[src/rtl/cache_req_bank_scheduler_pkg.sv]
// rtl/cache_req_bank_scheduler_pkg.sv - shared config for the cache request bank scheduler
//
// Purpose: default geometry, the bank-index extraction helper and the
// scheduler state enum shared by the interface, lane picker and top.
package cache_req_bank_scheduler_pkg;

    localparam int DEF_NUM_BANKS       = 4;
    localparam int DEF_NUM_REQUESTS    = 4;
    localparam int DEF_WORD_ADDR_WIDTH = 30;
    localparam int DEF_BANK_SEL_LSB    = 2;
    localparam int BANK_SEL_BITS       = $clog2(DEF_NUM_BANKS);

    typedef enum logic {
        IDLE   = 1'b0,
        REPLAY = 1'b1
    } sched_state_e;

    // Bank index of a word address. NUM_BANKS is a power of two, so masking
    // with (num_banks - 1) keeps exactly log2(num_banks) bits above lsb.
    function automatic logic [31:0] bank_index(input logic [63:0] addr,
                                               input int          lsb,
                                               input int          num_banks);
        return 32'((addr >> lsb) & 64'(num_banks - 1));
    endfunction

endpackage

[src/rtl/cache_req_bank_scheduler_if.sv]
// rtl/cache_req_bank_scheduler_if.sv - core request / per-bank issue bundle
//
// Signals:
//   core_req_valid  per-lane valid of the current batch (core -> sched)
//   core_req_addr   per-lane word address              (core -> sched)
//   core_req_ready  batch fully accepted this cycle     (sched -> core)
//   per_bank_valid  lane mask issued to each bank       (sched -> banks)
//   per_bank_ready  bank accepts its issued lanes       (banks -> sched)
// Modports: master = core/bank environment, slave = scheduler.
interface cache_req_bank_scheduler_if
    import cache_req_bank_scheduler_pkg::*;
#(
    parameter int NUM_BANKS       = DEF_NUM_BANKS,
    parameter int NUM_REQUESTS    = DEF_NUM_REQUESTS,
    parameter int WORD_ADDR_WIDTH = DEF_WORD_ADDR_WIDTH
);
    logic [NUM_REQUESTS-1:0]                      core_req_valid;
    logic [NUM_REQUESTS-1:0][WORD_ADDR_WIDTH-1:0] core_req_addr;
    logic                                         core_req_ready;
    logic [NUM_BANKS-1:0][NUM_REQUESTS-1:0]       per_bank_valid;
    logic [NUM_BANKS-1:0]                         per_bank_ready;

    modport master (
        output core_req_valid, core_req_addr, per_bank_ready,
        input  core_req_ready, per_bank_valid
    );

    modport slave (
        input  core_req_valid, core_req_addr, per_bank_ready,
        output core_req_ready, per_bank_valid
    );
endinterface

[src/rtl/cache_req_bank_scheduler_lane_select.sv]
// rtl/cache_req_bank_scheduler_lane_select.sv - per-bank lowest-index lane picker
//
// Module cache_lane_select, one instance per bank.
// Ports:
//   eff        lanes still eligible this cycle
//   addr       per-lane word address
//   lane_mask  lanes issued to bank BANK_ID (one-hot or zero; multi-hot
//              when CACHE_SCHED_MERGE_EN merges identical addresses)
// Optional macro: CACHE_SCHED_MERGE_EN.
module cache_lane_select
    import cache_req_bank_scheduler_pkg::*;
#(
    parameter int NUM_BANKS       = DEF_NUM_BANKS,
    parameter int NUM_REQUESTS    = DEF_NUM_REQUESTS,
    parameter int WORD_ADDR_WIDTH = DEF_WORD_ADDR_WIDTH,
    parameter int BANK_SEL_LSB    = DEF_BANK_SEL_LSB,
    parameter int BANK_ID         = 0
) (
    input  logic [NUM_REQUESTS-1:0]                      eff,
    input  logic [NUM_REQUESTS-1:0][WORD_ADDR_WIDTH-1:0] addr,
    output logic [NUM_REQUESTS-1:0]                      lane_mask
);

    logic [NUM_REQUESTS-1:0] hit;
    logic [NUM_REQUESTS-1:0] first;

    always_comb begin
        hit = '0;
        for (int i = 0; i < NUM_REQUESTS; i++) begin
            hit[i] = eff[i] &&
                     (bank_index(64'(addr[i]), BANK_SEL_LSB, NUM_BANKS) == 32'(BANK_ID));
        end
        // Two's-complement trick isolates the lowest set bit (fixed priority).
        first = hit & (~hit + NUM_REQUESTS'(1));
    end

`ifdef CACHE_SCHED_MERGE_EN
    logic [WORD_ADDR_WIDTH-1:0] sel_addr;

    // Identical addresses always map to the same bank, so comparing only
    // against lanes that already hit this bank is sufficient.
    always_comb begin
        sel_addr = '0;
        for (int i = 0; i < NUM_REQUESTS; i++) begin
            if (first[i]) sel_addr = addr[i];
        end
        lane_mask = first;
        for (int i = 0; i < NUM_REQUESTS; i++) begin
            if (hit[i] && (addr[i] == sel_addr)) lane_mask[i] = 1'b1;
        end
    end
`else
    assign lane_mask = first;
`endif

endmodule

[src/rtl/cache_req_bank_scheduler.sv]
// rtl/cache_req_bank_scheduler.sv - replays bank-conflicting lanes of a core request batch
//
// Purpose: each cycle issues at most one lane (or one merged address group)
// per bank, keeps the unretired lanes in a pending mask and replays them on
// later cycles; core_req_ready pulses in the cycle the last lane retires.
// Ports:
//   clk, reset         clock, asynchronous active-low reset
//   bus (slave)        core request batch in, per-bank issue out
//   sched_busy         batch partially issued (REPLAY)
//   perf_conflict_cnt  saturating count of REPLAY cycles
// Optional macro: CACHE_SCHED_MERGE_EN (merge identical addresses per bank).
module cache_req_bank_scheduler
    import cache_req_bank_scheduler_pkg::*;
#(
    parameter int NUM_BANKS       = DEF_NUM_BANKS,
    parameter int NUM_REQUESTS    = DEF_NUM_REQUESTS,
    parameter int WORD_ADDR_WIDTH = DEF_WORD_ADDR_WIDTH,
    parameter int BANK_SEL_LSB    = DEF_BANK_SEL_LSB
) (
    input  logic                              clk,
    input  logic                              reset,
    cache_req_bank_scheduler_if.slave         bus,
    output logic                              sched_busy,
    output logic [31:0]                       perf_conflict_cnt
);

    sched_state_e            state_q, state_d;
    logic [NUM_REQUESTS-1:0] pending_q, pending_d;
    logic [31:0]             perf_cnt_q, perf_cnt_d;

    logic [NUM_REQUESTS-1:0] eff;
    logic [NUM_REQUESTS-1:0] accepted;
    logic [NUM_REQUESTS-1:0] lane_mask [NUM_BANKS];
    logic                    batch_done;

    always_comb begin
        eff = (state_q == REPLAY) ? (pending_q & bus.core_req_valid) : bus.core_req_valid;
    end

    for (genvar b = 0; b < NUM_BANKS; b++) begin : g_bank
        cache_lane_select #(
            .NUM_BANKS       (NUM_BANKS),
            .NUM_REQUESTS    (NUM_REQUESTS),
            .WORD_ADDR_WIDTH (WORD_ADDR_WIDTH),
            .BANK_SEL_LSB    (BANK_SEL_LSB),
            .BANK_ID         (b)
        ) u_lane_select (
            .eff       (eff),
            .addr      (bus.core_req_addr),
            .lane_mask (lane_mask[b])
        );
    end

    always_comb begin
        accepted = '0;
        for (int b = 0; b < NUM_BANKS; b++) begin
            accepted = accepted | (lane_mask[b] & {NUM_REQUESTS{bus.per_bank_ready[b]}});
        end
        batch_done = ((eff & ~accepted) == '0);
    end

    always_comb begin
        state_d   = state_q;
        pending_d = pending_q;
        unique case (state_q)
            IDLE: begin
                if (!batch_done) begin
                    state_d   = REPLAY;
                    pending_d = eff & ~accepted;
                end
            end
            REPLAY: begin
                if (batch_done) begin
                    state_d   = IDLE;
                    pending_d = '0;
                end else begin
                    pending_d = pending_q & ~accepted;
                end
            end
            default: begin
                state_d   = IDLE;
                pending_d = '0;
            end
        endcase
    end

    always_comb begin
        perf_cnt_d = perf_cnt_q;
        if ((state_q == REPLAY) && (perf_cnt_q != 32'hFFFF_FFFF)) begin
            perf_cnt_d = perf_cnt_q + 32'd1;
        end
    end

    always_ff @(posedge clk or negedge reset) begin
        if (!reset) begin
            state_q    <= IDLE;
            pending_q  <= '0;
            perf_cnt_q <= '0;
        end else begin
            state_q    <= state_d;
            pending_q  <= pending_d;
            perf_cnt_q <= perf_cnt_d;
        end
    end

    // Outputs are gated by reset so they drop in the same cycle reset asserts.
    always_comb begin
        for (int b = 0; b < NUM_BANKS; b++) begin
            bus.per_bank_valid[b] = reset ? lane_mask[b] : '0;
        end
        bus.core_req_ready = reset && batch_done;
        sched_busy         = reset && (state_q == REPLAY);
        perf_conflict_cnt  = reset ? perf_cnt_q : 32'd0;
    end

endmodule
[src/flat_wrapper.sv]
// flat-port wrapper written by rule: the top's interface ports become plain ports
module cache_req_bank_scheduler_flat import cache_req_bank_scheduler_pkg::*;
#(
    parameter int NUM_BANKS       = DEF_NUM_BANKS,
    parameter int NUM_REQUESTS    = DEF_NUM_REQUESTS,
    parameter int WORD_ADDR_WIDTH = DEF_WORD_ADDR_WIDTH,
    parameter int BANK_SEL_LSB    = DEF_BANK_SEL_LSB
)
  (clk, reset, sched_busy, perf_conflict_cnt, bus_core_req_valid, bus_core_req_addr, bus_per_bank_ready, bus_core_req_ready, bus_per_bank_valid);
  cache_req_bank_scheduler_if #(.NUM_BANKS(NUM_BANKS), .NUM_REQUESTS(NUM_REQUESTS), .WORD_ADDR_WIDTH(WORD_ADDR_WIDTH)) bus_i ();
  input  logic clk;
  input  logic reset;
  output logic sched_busy;
  output logic [31:0] perf_conflict_cnt;
  input wire logic [$bits(bus_i.core_req_valid)-1:0] bus_core_req_valid;
  input wire logic [$bits(bus_i.core_req_addr)-1:0] bus_core_req_addr;
  input wire logic [$bits(bus_i.per_bank_ready)-1:0] bus_per_bank_ready;
  output wire logic [$bits(bus_i.core_req_ready)-1:0] bus_core_req_ready;
  output wire logic [$bits(bus_i.per_bank_valid)-1:0] bus_per_bank_valid;
  assign bus_i.core_req_valid = bus_core_req_valid;
  assign bus_i.core_req_addr = bus_core_req_addr;
  assign bus_i.per_bank_ready = bus_per_bank_ready;
  assign bus_core_req_ready = bus_i.core_req_ready;
  assign bus_per_bank_valid = bus_i.per_bank_valid;
  cache_req_bank_scheduler #(.NUM_BANKS(NUM_BANKS), .NUM_REQUESTS(NUM_REQUESTS), .WORD_ADDR_WIDTH(WORD_ADDR_WIDTH), .BANK_SEL_LSB(BANK_SEL_LSB)) u_core (.clk(clk), .reset(reset), .bus(bus_i), .sched_busy(sched_busy), .perf_conflict_cnt(perf_conflict_cnt));
endmodule
[config.mk]
export PLATFORM = sky130hd
export DESIGN_NAME = cache_req_bank_scheduler_flat
export DESIGN_NICKNAME = d
export VERILOG_FILES = /design/src/rtl/cache_req_bank_scheduler_pkg.sv /design/src/rtl/cache_req_bank_scheduler_if.sv /design/src/rtl/cache_req_bank_scheduler_lane_select.sv /design/src/rtl/cache_req_bank_scheduler.sv /design/src/flat_wrapper.sv
export SDC_FILE = /design/constraint.sdc
export NUM_CORES = 1
export LEC_CHECK = 0
export ABC_CLOCK_PERIOD_IN_PS = 8200
export BUFFER_PORTS_ARGS = -buffer_cell sky130_fd_sc_hd__buf_2
export CAP_MARGIN = 20
export CORE_ASPECT_RATIO = 0.5
export CORE_MARGIN = 3
export CORE_UTILIZATION = 25
export DETAILED_ROUTE_END_ITERATION = 6
export SYNTH_ARGS = -nofsm -noshare
export SYNTH_HDL_FRONTEND = slang
export SYNTH_HIERARCHICAL = 1
export SYNTH_SLANG_ARGS = --single-unit
[constraint.sdc]
create_clock -name clk -period 8.2 [get_ports clk]
set_input_delay 1.64 -clock clk [delete_from_list [all_inputs] [get_ports clk]]
set_output_delay 1.64 -clock clk [all_outputs]
set_load 0.05 [all_outputs]
# Word level (Yosys, flattened, before mapping)
# Index checks and enable logic that the tools add are counted.
[classes]
n_addsub = 5
eq_ne = 14
n_mux = 10
bitwise_logic = 20
reduce_logical = 24
[ops]
columns = ["op", "n"]
rows = [
  ["zero test 32 bit", 4],
  ["AND 4 bit", 11],
  ["adder 32 x 1 -> 32 bit, second input constant", 1],
  ["2-to-1 mux 32 bit", 1],
  ["inequality test 32 bit, second input constant", 1],
  ["2-to-1 mux 4 bit", 7],
  ["inverter 4 bit", 5],
  ["logical AND 1 bit", 19],
  ["adder 4 x 1 -> 4 bit, second input constant", 4],
  ["== test 2 bit, second input constant", 8],
  ["OR 4 bit", 3],
  ["== test 2 x 1 -> 1 bit, second input constant", 4],
  ["case mux 4 bit (2 select lines)", 1],
  ["zero test 4 bit", 1],
  ["inequality test 2 bit, second input constant", 1],
  ["2-to-1 mux 1 bit", 1],
  ["inverter 1 bit", 1],
]
[word_totals]
ff_bits = 37
input_bits = 130
output_inout_bits = 50
wordCells = 76

# Longest topological paths before layout
[depth]
ltp_word = 15
ltp_mapped = 10
mapped_depth_nobuf = 9

# Modules after synthesis
# The synthesis kept the hierarchy.
[modules_own_cells]
columns = ["mod", "instances", "cells_per_inst", "area_per_inst_um2", "seq_area_each_um2"]
rows = [
  ["cache_req_bank_scheduler", 1, 263, 2478.6, 925.9],
  ["cache_lane_select (u_core.g_bank[1].u_lane_select ...)", 2, 7, 63.8, 0.0],
  ["cache_lane_select (u_core.g_bank[0].u_lane_select)", 1, 7, 62.6, 0.0],
  ["cache_lane_select (u_core.g_bank[3].u_lane_select)", 1, 7, 48.8, 0.0],
]

# Worst setup path after synthesis
# Ideal clock, no wire load.
[synth_path]
path_kind = "input to output"
start = "input bus_core_req_valid[3]"
end = "output bus_core_req_ready"
t_arrival_ps = 3595
required_time_ps = 6560
slack_ps = 2965
stages = 8
n_path_buf = 0
path_cell_list = "o21ai_1 > inv_1 > or3b_1 > nor4_2 > a22o_1 > nand2b_1 > o2111ai_1 > nor2_1"
[synth_rtl]
columns = ["item", "line", "source"]
rows = [
  ["from (decl)", "flat_wrapper.sv:15", "input wire logic [$bits(bus_i.core_req_valid)-1:0] bus_core_req_valid;"],
  ["to (decl)", "flat_wrapper.sv:18", "output wire logic [$bits(bus_i.core_req_ready)-1:0] bus_core_req_ready;"],
]

==> results.md <==
- Htree depth: 2
- Most frequent cell after synthesis: and2_1
- Clock Pin Slew Worst Setup and Hold Paths: 60 ps
- FF+latch count, synth: 37
- Final min period: 5410 ps
- Min-Delay Path Class: reg2reg
- HPWL after DPL: 5310 um
- Crit path max fanout: 6
- RR Endpoint: u_core/pending_q[0]
- Syn_nets: 422
- Port bufs: 67
- DR iter-0 viols: 159
- R2r startpoint: u_core/state_q
- Area Overhead vs Synth: 23.0%
- Pwr per Cell Area: 204 mW/mm^2
- Reg2Reg Setup Slack: 5130 ps
- Nets: 488
- Gr usage total: 0.113
- Yosys top cell area share: 0.341
- Startpoint Class: input port
- Chip height: 79.7 um
- Total chip power: 0.000682 W
- Fmax: 185 MHz
- Hold depth: 1
- Post-Route Skew: 3.50 ps
- Antenna diode count: 0
- Worst-skew pair later-pin latency: 280 ps
- Die footprint: 0.0122 sq mm
- Initial antenna violation count: 0
- IO Pins: 180
- Drt drc: 0
- Post-CTS setup buffers: 0
- Ranking of synthesized cells by area: dfrtp_1, and2_1, xor2_1, nor4_2, nand3_1
- Yosys warnings: 6
- Top cells by count, synth: and2_1, dfrtp_1, xor2_1
- Post-Route WL: 7030 um
- Seq/Total Area, Yosys: 0.341
- CTS Root Cell: clkbuf_16
- Number of synthesized flops with an enable pin: 0
- Setup crit end kind: output pin
- Clock Path Buffers: 2
- Pleak: 1.61 nW
- Drt first pass iters: 4
- Synth Flop Type: dfrtp_1
- CTS tree: built
- DIE WIDTH: 153 um
- Share of layout cells above drive strength 1: 0.280
- Slew @ Worst Pin: 861 ps
- Period Utilization, post-route: 0.660
- Mapped Cells: 291
- Outcome: completed
- Max-slew violations: 0
- R2R cell count: 8
- Slew headroom: 0.421
- Hold EP: u_core/perf_cnt_q[31]
- Post-synthesis cell area: 0.00272 sq mm
- CTS Hold Bufs: 0
- Max Cap Viol: 0
- Rows: 26
- RSZ-0062 raised after global routing: no
- Core box area: 0.0104 sq mm
- # setup viols final: 0
- Crit path kind: in2out
- Vias in the first global route: 2324
- Distinct cell type count after synthesis: 53
- Final hold viol count: 0
- RePlAce Congestion: 0.847
- Sink Count: 37
- Worst hold start: u_core/perf_cnt_q[31]
- CTS buffer count: 5
- GRT overflow: 0
- Starting Density: 0.261
- Routed wire length per instance: 14.1 um
- Yosys top cell by area: dfrtp_1
- Setup TNS: 0 ps
- CP required: 6560 ps
- Final ANT Viol Nets: 0
- Async S/R FF share, synth: 1.00
- VDD IR max: 0.0000883 V
- Global-route wire length before repair: 11500 um
- Post-CTS resize count: 0
- CP arrival: 3770 ps
- Vias: 2461
- Synth Area per Inst: 9.34 sq um
- Vias/cell: 4.95
- Largest net degree at the start of global routing: 62
-- stage by stage --
| step | worst slack (ps) | utilization | hold WS, ps | instances | instance area [sq um] |
|---|---|---|---|---|---|
| after floorplan | 2960 | - | 455 | 291 | 2720 |
| after global placement | 2710 | 0.307 | 477 | 490 | 3200 |
| after detailed placement | 2760 | 0.307 | 485 | 490 | 3200 |
| after CTS | 2750 | 0.321 | 505 | 497 | 3340 |
| after global routing | 2540 | 0.321 | 526 | 497 | 3340 |
| final | 2790 | 0.321 | 503 | 497 | 3340 |
-- cell usage in the layout, fill, tap and decap left out, types with 6 or more instances in the layout --
cell type	Yosys	layout
a21oi_1	8	8
a22oi_1	7	7
and2_1	48	48
and3_1	6	6
and4_1	7	7
buf_2	2	67
dfrtp_1	37	37
inv_1	6	6
nand2_1	13	13
nand3_1	14	14
nand4_1	8	8
nor2_1	10	10
nor3b_1	6	6
nor4_1	7	7
nor4_2	8	8
xor2_1	20	20
-- cell type report --
cell class | count | area (sq um)
fillers | 1112 | 7070
repair buffers | 69 | 350
multi-input cells | 238 | 1730
well taps | 140 | 175
clock buffers | 7 | 143
inverters | 6 | 22.5
flip-flops and latches | 37 | 926
-- critical path, cell delays in order --
cell       delay (ps)
buf_2             110
o21a_1            160
nor3b_1           420
nor4_2            110
a22o_1            250
nand2b_1          160
o2111ai_1         600
nor2_1             80
buf_2             230
-- flip-flops by register name, summed over array words and instances, names as in the netlist --
signal	cells
u_core/state_q	1
u_core/perf_cnt_q	32
u_core/pending_q	4
-- power by group --
part | leakage, nW | switching, W | internal [W]
clock network | 0.0700 | 0.0000700 | 0.000119
registers | 0.499 | 0.0000382 | 0.000211
logic | 1.04 | 0.000160 | 0.0000837
-- cell families (layout without fill, tap and decap cells) --
group,Yosys count,in the layout,share of synthesized area
AO/OA/AOI/OAI,52,52,0.146
XOR/XNOR,22,22,0.0709
adder cells (fa/ha/maj),1,1,0.00460
flip-flops,37,37,0.341
multiplexers,7,7,0.0272
AND/OR/NAND/NOR,156,156,0.386
buffers and inverters,16,82,0.0244
-- layer usage --
layer / vias to the layer above / GRT usage / routed length (um)
li1: 1235 / - / -
met1: 1174 / 0.151 / 3360
met2: 49 / 0.191 / 3300
met3: 3 / 0.0200 / 339
met4: 0 / 0.0300 / 23
met5: - / 0 / 0
-- worst max-delay path by stage --
stage / from / endpoint / slack [ps] / cells past startpoint
2_1_floorplan: bus_core_req_valid[3] / bus_core_req_ready / 2960 / 8
3_3_place_gp: bus_core_req_valid[1] / bus_core_req_ready / 2710 / 9
3_5_place_dp: bus_core_req_valid[1] / bus_core_req_ready / 2760 / 9
4_1_cts: bus_core_req_valid[1] / bus_core_req_ready / 2750 / 9
5_1_grt: bus_core_req_valid[1] / bus_core_req_ready / 2540 / 9
6_report: bus_core_req_valid[1] / bus_core_req_ready / 2790 / 9
No activity file was read; power rests on OpenSTA's default activity.
